<file path="config.mk">
export PLATFORM = sky130hd
export DESIGN_NAME = contador_programa
export DESIGN_NICKNAME = d
export VERILOG_FILES = /design/src/rtl/contador_programa_pkg.sv /design/src/rtl/contador_programa_calculo_proximo_pc.sv /design/src/rtl/contador_programa.sv
export SDC_FILE = /design/constraint.sdc
export NUM_CORES = 1
export LEC_CHECK = 0
export ABC_AREA = 0
export BUFFER_PORTS_ARGS = -buffer_cell sky130_fd_sc_hd__clkbuf_2
export CORE_ASPECT_RATIO = 2
export CORE_UTILIZATION = 35
export DETAILED_ROUTE_END_ITERATION = 16
export PLACE_DENSITY_LB_ADDON = 0.05
export SKIP_CTS_REPAIR_TIMING = 1
export SYNTH_ARGS = -nofsm -noshare
export SYNTH_HDL_FRONTEND = slang
export SYNTH_SLANG_ARGS = --single-unit
</file>
<file path="constraint.sdc">
create_clock -name clock -period 7.9 [get_ports clock]
set_clock_uncertainty 0.1 [all_clocks]
set_input_delay 0 -clock clock [delete_from_list [all_inputs] [get_ports clock]]
set_output_delay 0 -clock clock [all_outputs]
set_load 0.03 [all_outputs]
</file>
<file path="src/rtl/contador_programa_pkg.sv">
// Shared definitions for the program-counter / sequencing stage.
//   - Default widths of the PC, the branch offset and the jump target field.
//   - Encoding of the run / wait-for-input / halt state machine.
package contador_programa_pkg;

    localparam int LARGURA_PC   = 10;  // instruction-memory word address
    localparam int LARGURA_IMED = 16;  // signed branch offset, in words
    localparam int LARGURA_ALVO = 26;  // jump target field

    typedef enum logic [1:0] {
        EXECUTA        = 2'd0,
        ESPERA_ENTRADA = 2'd1,
        PARADO         = 2'd2
    } estado_t;

endpackage

</file>
<file path="src/rtl/contador_programa_calculo_proximo_pc.sv">
// calculo_proximo_pc: purely combinational next-PC selection.
// Ports:
//   pc          in   current PC
//   Jr, Jump, Branch, BranchNE, zero   in   flow-control decode and ALU zero
//   imediato    in   signed branch offset (words)
//   alvo        in   jump target field
//   reg_jr      in   register value for jr
//   pc_mais1    out  pc+1, modulo 2^LARGURA_PC
//   proximo_pc  out  selected next PC (Jr > Jump > taken branch > pc+1)
module calculo_proximo_pc
    import contador_programa_pkg::*;
#(
    parameter int LARGURA_PC   = contador_programa_pkg::LARGURA_PC,
    parameter int LARGURA_IMED = contador_programa_pkg::LARGURA_IMED,
    parameter int LARGURA_ALVO = contador_programa_pkg::LARGURA_ALVO
) (
    input  logic [LARGURA_PC-1:0]   pc,
    input  logic                    Jr,
    input  logic                    Jump,
    input  logic                    Branch,
    input  logic                    BranchNE,
    input  logic                    zero,
    input  logic [LARGURA_IMED-1:0] imediato,
    input  logic [LARGURA_ALVO-1:0] alvo,
    input  logic [31:0]             reg_jr,
    output logic [LARGURA_PC-1:0]   pc_mais1,
    output logic [LARGURA_PC-1:0]   proximo_pc
);

    // Offset sign-extended to 32 bits; only the low LARGURA_PC bits matter
    // since all PC arithmetic wraps modulo 2^LARGURA_PC.
    logic [31:0]           imed_ext;
    logic [LARGURA_PC-1:0] alvo_desvio;
    logic                  desvio_tomado;

    always_comb begin
        imed_ext      = {{(32-LARGURA_IMED){imediato[LARGURA_IMED-1]}}, imediato};
        pc_mais1      = pc + LARGURA_PC'(1);
        alvo_desvio   = pc_mais1 + imed_ext[LARGURA_PC-1:0];
        desvio_tomado = (Branch & zero) | (BranchNE & ~zero);

        proximo_pc = pc_mais1;
        if (Jr) begin
            proximo_pc = reg_jr[LARGURA_PC-1:0];
        end else if (Jump) begin
            proximo_pc = alvo[LARGURA_PC-1:0];
        end else if (desvio_tomado) begin
            proximo_pc = alvo_desvio;
        end
    end

endmodule

</file>
<file path="src/rtl/contador_programa.sv">
// contador_programa: PC register, run/wait/halt FSM and retired-instruction
// counter of the single-cycle core.
// Ports:
//   clock, reset_n        rising-edge clock, asynchronous active-low reset
//   Jr, Jump, Branch, BranchNE, OpIn, OpHalt   control-unit flow outputs
//   zero                  ALU zero flag
//   imediato, alvo, reg_jr  branch offset, jump field, jr register value
//   entrada_valida        input-device confirm (synchronized)
//   continuar             resume request while halted
//   pc, pc_mais1          current PC and pc+1
//   libera_escrita        Mealy write-enable qualifier for reg file / memory
//   esperando_entrada     registered: stalled on IN
//   parado                registered: halted
//   instrucoes            registered retired-instruction count
module contador_programa
    import contador_programa_pkg::*;
#(
    parameter int LARGURA_PC   = contador_programa_pkg::LARGURA_PC,
    parameter int LARGURA_IMED = contador_programa_pkg::LARGURA_IMED,
    parameter int LARGURA_ALVO = contador_programa_pkg::LARGURA_ALVO
) (
    input  logic                    clock,
    input  logic                    reset_n,
    input  logic                    Jr,
    input  logic                    Jump,
    input  logic                    Branch,
    input  logic                    BranchNE,
    input  logic                    OpIn,
    input  logic                    OpHalt,
    input  logic                    zero,
    input  logic [LARGURA_IMED-1:0] imediato,
    input  logic [LARGURA_ALVO-1:0] alvo,
    input  logic [31:0]             reg_jr,
    input  logic                    entrada_valida,
    input  logic                    continuar,
    output logic [LARGURA_PC-1:0]   pc,
    output logic [LARGURA_PC-1:0]   pc_mais1,
    output logic                    libera_escrita,
    output logic                    esperando_entrada,
    output logic                    parado,
    output logic [31:0]             instrucoes
);

    estado_t               estado_q, estado_d;
    logic [LARGURA_PC-1:0] pc_q, pc_d;
    logic [31:0]           instrucoes_q, instrucoes_d;
    logic [LARGURA_PC-1:0] proximo_pc;
    logic                  retira;

    calculo_proximo_pc #(
        .LARGURA_PC   (LARGURA_PC),
        .LARGURA_IMED (LARGURA_IMED),
        .LARGURA_ALVO (LARGURA_ALVO)
    ) u_calculo (
        .pc         (pc_q),
        .Jr         (Jr),
        .Jump       (Jump),
        .Branch     (Branch),
        .BranchNE   (BranchNE),
        .zero       (zero),
        .imediato   (imediato),
        .alvo       (alvo),
        .reg_jr     (reg_jr),
        .pc_mais1   (pc_mais1),
        .proximo_pc (proximo_pc)
    );

    // Next-state, next-PC and retire decision. OpHalt outranks everything.
    // A halt retires on entry to PARADO; every PC update also retires one.
    always_comb begin
        estado_d       = estado_q;
        pc_d           = pc_q;
        retira         = 1'b0;
        libera_escrita = 1'b0;

        unique case (estado_q)
            EXECUTA: begin
                libera_escrita = ~OpIn | entrada_valida;
                if (OpHalt) begin
                    estado_d       = PARADO;
                    retira         = 1'b1;
                    libera_escrita = 1'b0;
                end else if (OpIn && !entrada_valida) begin
                    estado_d = ESPERA_ENTRADA;
                end else begin
                    pc_d   = proximo_pc;
                    retira = 1'b1;
                end
            end
            ESPERA_ENTRADA: begin
                libera_escrita = OpIn & entrada_valida;
                if (entrada_valida) begin
                    estado_d = EXECUTA;
                    pc_d     = pc_mais1;
                    retira   = 1'b1;
                end
            end
            PARADO: begin
                if (continuar) begin
                    estado_d = EXECUTA;
                    pc_d     = pc_mais1;
                    retira   = 1'b1;
                end
            end
            default: begin
                estado_d = EXECUTA;
            end
        endcase

        // Writes are never released while the core is held in reset.
        if (!reset_n) begin
            libera_escrita = 1'b0;
        end

        instrucoes_d = retira ? instrucoes_q + 32'd1 : instrucoes_q;
    end

    always_ff @(posedge clock or negedge reset_n) begin
        if (!reset_n) begin
            estado_q     <= EXECUTA;
            pc_q         <= '0;
            instrucoes_q <= '0;
        end else begin
            estado_q     <= estado_d;
            pc_q         <= pc_d;
            instrucoes_q <= instrucoes_d;
        end
    end

    assign pc                = pc_q;
    assign instrucoes        = instrucoes_q;
    assign esperando_entrada = (estado_q == ESPERA_ENTRADA);
    assign parado            = (estado_q == PARADO);

endmodule

</file>
==> summary.txt, run 1 <==
Timing
  – Hold Vio Cnt, Final: 2
  – Pins over their slew limit: 0
  – Crit path time final: 3760 ps
  – Fmax: 266 MHz
  – Slew HR: approximately two fifths
  – Final Cycle Share: ~48%
  – Final setup fails: 0
  – Unrepaired setup endpoints after global routing: no
  – Worst hold slack: -10.9 ps
  – Tightest Pin Transition: 924 ps
  – Setup TNS: 0 ps

Synthesis
  – Primary FF master, synth: dfrtp_1
  – Sequential fraction of the synthesis area: 36.4%
  – Ys async rst share: 100%
  – Syn avg cell area: 8.77 sq um
  – Cells after Synth: 345
  – Yosys warnings: 0
  – Syn Nets: around 450
  – Post-synth design cell area: 3030 sq um
  – FF+latch count, synth: 44
  – Yosys cell types: 53
  – EDFF count, synth: 0

Cells and area
  – Layout Nets: about 550
  – P&R area growth vs syn: 26.8%
  – Multi-input logic area: 1820 sq um
  – Inserted Diodes: 0
  – Most common cell after layout, fill and taps aside: clkbuf_2
  – Filler cells: between 800 and 900
  – Finished Core Util: 46.0%
  – Share of cells above drive strength 1: 24.4%
  – Most frequent cells in the layout: clkbuf_2 (95), dfrtp_1 (44), nand2_1 (36)
  – FF+latch area: 1100 sq um

Routing
  – DRC viols: 0
  – 1st-pass router iterations: 4
  – Routed Antenna Nets: 0
  – Via count: approximately 3000
  – Vias per std cell: 5.44
  – Total Routed Length: 8430 um
  – Routed length per instance: 15.5 um
  – Initial DRC Count: 178

GRT
  – Initial antenna violation count: 0
  – Largest net degree at the start of global routing: 46
  – Vias in the first global route: 2901
  – First-pass GRT wire length: between 10000 and 15000 um
  – Total GRT Usage: 19.4%
  – Total grt overflow: 0

Setup path
  – Crit path kind: flop to flop
  – FF-to-FF setup slack: 4140 ps
  – Worst path bufs/invs: 3
  – CP peak stage delay: roughly 760 ps
  – Critical R2R Launch: estado_q[1]
  – Required @ worst endpoint: 7970 ps
  – Delay-heaviest family, CP: simple AND/OR/NAND/NOR gates
  – CP Cell Sequence: inv_1 > ha_1 > inv_1 > o2bb2ai_1 > nor2b_1 > nand2_1 > a21oi_1 > a21oi_1 > dlygate4sd3_1
  – R2R Path End: pc[6]
  – Worst EP arrival: around 3800 ps
  – Crit start category: flop
  – Worst Reg-to-Reg Cells: 9
  – Crit-path slowest cell: nor2b_1
  – CP Max Fanout: 13
  – CP endpoint kind: flop

Die
  – Total core area: ~8400 sq um
  – Io pins: 140
  – DIE HEIGHT: about 130 um
  – Die Wd: 67.8 um
  – Die area: 9050 sq um
  – Starting density of the core: 36.2%
  – Num rows: 47

Outcome
  – Failing checks: negative hold slack
  – Result of the run: finished with violations

Min path
  – Worst Hold Path Cells: 3
  – Hold Crit Class: input pin to flop
  – Hold path endpoint: pc[5]
  – HP Start: reg_jr[5]

CTS
  – Worst-Skew Late Latency: 280 ps
  – Clock Sinks: 44
  – Clock buffer depth: 2
  – Worst-path clk slew: 60 ps
  – Inserted Clock Buffers: 5
  – Clk root buf: clkbuf_16
  – CTS tree: built
  – H-tree levels: 2

Place
  – HPWL after detailed placement: 6640 um
  – Global placement routability congestion: 0.778
  – Port Buffers: 95

Pwr
  – Power Total: 1400 uW
  – Leakage: 0.00186 uW
  – P per Cell Area: 364 nW/um^2
  – Max VDD drop: 174 uV

Job
  – Max-Cap Viols: 0
logic make-up after synthesis:
family / after synthesis / synth area share (%)
AOI/OAI and AO/OA: 81 / 17.6
and+or+nand+nor: 129 / 21.5
xor gates and xnor gates: 41 / 11.9
adders and majority gates: 16 / 6.86
buffers and inverters: 27 / 3.39
muxes: 7 / 2.40
DFF: 44 / 36.4
worst max path at each step:
stage / startpoint / to / slack, ps / cells after the start
floorplan: pc[2] / pc[7] / 4540 / 10
global placement: estado_q[1] / pc[8] / 4650 / 8
detailed placement: estado_q[1] / pc[8] / 4660 / 8
CTS: estado_q[1] / pc[8] / 4630 / 8
global route: estado_q[1] / pc[6] / 3850 / 9
finish: estado_q[1] / pc[6] / 4140 / 9
power breakdown:
group | switching [uW] | leakage, uW | internal [uW]
registers | 72.7 | 0.000573 | 275
logic | 532 | 0.00120 | 285
clock network | 85.3 | 0.0000808 | 149
total | 690 | 0.00186 | 709
through the flow:
stage	hold WS [ps]	setup slack, ps	cell area (sq um)	instances
3_3_place_gp	33.6	4650	3590	529
2_1_floorplan	-396	4540	3030	345
5_1_grt	19.9	3850	3840	545
4_1_cts	-264	4630	3760	537
6_report	-10.9	4140	3840	545
3_5_place_dp	33.0	4660	3590	529
cells in the mapped netlist, drive strengths merged, types with 5 or more instances:
cell type / n / area share [%]
xor2: 11 / 3.2
nor2b: 5 / 1.0
nor2: 22 / 2.8
nand2: 36 / 4.5
a21oi: 24 / 4.0
clkbuf: 9 / 1.1
o21ai: 18 / 3.0
inv: 17 / 2.1
ha: 15 / 6.2
and3: 6 / 1.2
nand4: 11 / 2.3
dfrtp: 44 / 36
nand3: 20 / 3.3
mux2i: 5 / 1.7
xnor2: 30 / 8.7
nor3: 12 / 2.1
per-layer routing:
layer / routed length (um) / global-route usage, % / up-vias / part of all wire, %
met5: 0 / 0 / - / 0
met4: 136 / 6.03 / 0 / 1.6
met3: 270 / 2.65 / 10 / 3.2
met2: 4980 / 39.3 / 75 / 59
met1: 3040 / 18.3 / 1424 / 36
li1: - / - / 1454 / -
worst min-delay path, delay by kind of cell:
| kind | cells | cell delay (ps) |
|---|---|---|
| buffers and inverters | 1 | 80 |
| AO/OA/AOI/OAI | 2 | 260 |
area by class of cell:
class                      instances  area share, %
sequential                        44           28.7
clock buffer                       6           3.36
clock inverter                     2          0.913
tap                               98           3.20
timing repair buffer             104           14.7
inverter                          17           1.66
multi-input combinational        274           47.5
state kept, by name, indices dropped and copies added, names as in the netlist:
signal and cells:
estado_q 2, instrucoes 32, pc 10
No activity file was read; power rests on OpenSTA's default activity.
==> run 2: changes to the inputs <==
Clock period 7.9 ns to 3.2 ns, I/O delays scaled along.
==> summary.txt, run 2 (same netlist as run 1, synthesis figures left out) <==
Outcome
  – Result of the run: finished with violations
  – Failing checks: negative hold slack

GRT
  – Initial antenna violation count: 0
  – Vias in the first global route: 2853
  – Total GRT Usage: 19.8%
  – First-pass GRT wire length: 13400 um
  – Total grt overflow: 0
  – Largest net degree at the start of global routing: 27

Place
  – Port Buffers: 95
  – Global placement routability congestion: 0.758
  – Post-placement setup slack: roughly 160 ps
  – HPWL after detailed placement: 6780 um

Pwr
  – Sequential share of power: between 20 and 25%
  – Leakage: 0.00192 uW
  – Net Switching: 1730 uW
  – P per Cell Area: just over 900 nW/um^2
  – Internal power: 1890 uW
  – Sw Share: about 48%
  – Max VDD drop: about 460 uV
  – Clock Power Share: 16.9%
  – Gate power share: 60.0%

Die
  – Num rows: between 40 and 50
  – Io pins: 140
  – Die Wd: 67.8 um
  – Starting density of the core: between 30 and 40%
  – Total core area: ~8400 sq um
  – DIE HEIGHT: 134 um
  – Die area: 9050 sq um

CTS
  – Clock Sinks: 44
  – Worst-path clk slew: 60 ps
  – CTS tree: built
  – Worst-Skew Late Latency: between 200 and 300 ps
  – H-tree levels: 2
  – Clock buffer depth: 2
  – Inserted Clock Buffers: 5
  – Clk root buf: clkbuf_16

Timing
  – Tightest Pin Transition: just over 900 ps
  – Worst hold slack: -35.1 ps
  – Unrepaired setup endpoints after global routing: no
  – Final Cycle Share: approximately 92%
  – Hold Vio Cnt, Final: 4
  – Final setup fails: 0
  – Slew HR: 38.4%
  – Crit path time final: ~3000 ps
  – Worst setup margin: roughly 240 ps
  – Fmax: about 340 MHz
  – Setup TNS: 0 ps
  – Pins over their slew limit: 0

Setup path
  – Crit path kind: flop to flop
  – Required @ worst endpoint: 3270 ps
  – Worst EP arrival: between 3000 and 4000 ps
  – CP endpoint kind: flop
  – Crit start category: flop
  – CP Max Fanout: 6

Routing
  – Routed length per instance: 15.0 um
  – Vias per std cell: 5.34
  – Total Routed Length: 8350 um
  – Via count: ~3000
  – DRC viols: 0
  – 1st-pass router iterations: 4
  – Routed Antenna Nets: 0
  – Initial DRC Count: 85

Cells and area
  – P&R area growth vs syn: 30.7%
  – Share of cells above drive strength 1: 27.6%
  – Inserted Diodes: 0
  – Most frequent cells in the layout: clkbuf_2 (95), dfrtp_1 (44), nand2_1 (36)
  – Most common cell after layout, fill and taps aside: clkbuf_2
  – Layout Nets: 557
  – Max FFs per register: 32

Min path
  – Hold Crit Class: input pin to flop

Job
  – Max-Cap Viols: 0
run 2: changes by cell type in the layout (fill, tap and decap cells not counted), sizes merged:
cell / previous run / this run
buf: 1 / 12
dlygate4sd3: 8 / 7
run 2: per-layer routing:
| metal | vias to the layer above | global-route usage [%] | routed length, um |
|---|---|---|---|
| met4 | 0 | 8.04 | 202 |
| met1 | 1411 | 18.4 | 2880 |
| met2 | 77 | 39.4 | 4970 |
| met3 | 10 | 2.65 | 296 |
| met5 | - | 0 | 0 |
| li1 | 1467 | - | - |
run 2: worst max-delay path: stages, from the launching register on:
cell and delay, ps:
dfrtp_1 350, ha_2 290, nand3_1 120, xor2_1 210, inv_1 90, ha_1 230
nor2_1 260, o21ai_1 200, a211o_1 300, a311o_1 350, a221oi_1 240, o21ai_1 100
run 2: final timing paths:
kind                                 from             end  slack [ps]  depth (start not counted)
setup / recovery                    pc[0]           pc[7]         240                         11
hold / removal                  reg_jr[4]           pc[4]         -40                          4
setup reg to reg                    pc[0]           pc[7]         240                         11
hold reg to reg            instrucoes[31]  instrucoes[31]         370                          1
max in group asynchronous         reset_n  instrucoes[27]        2140                          3
min in group asynchronous         reset_n  instrucoes[14]         120                          2
run 2: area by class of cell:
type,count,area [sq um]
Tap cell,98,123
Multi-Input combinational cell,274,1860
Inverter,17,63.8
Sequential cell,44,1100
Clock buffer,6,139
Clock inverter,2,38.8
Fill cell,852,4390
Timing Repair Buffer,114,636
run 2: through the flow:
stage	total power (uW)	utilization, %	cell area (sq um)	hold slack (ps)	cells
finish	3620	47.4	3960	-35.1	555
global route	3900	47.4	3960	15.4	555
CTS	3640	46.5	3880	-407	548
detailed placement	3020	44.4	3710	-97.2	540
global placement	3010	44.4	3710	-98.6	540
floorplan	2340	-	3060	-396	345
run 2: power groups by stage:
stage | combinational, uW | sequential, uW | clock [uW]
final | 2170 | 837 | 610
after global routing | 2400 | 861 | 644
after CTS | 2190 | 836 | 620
after global placement | 2160 | 843 | 0
after detailed placement | 2170 | 845 | 0
after floorplan | 1310 | 1030 | 0
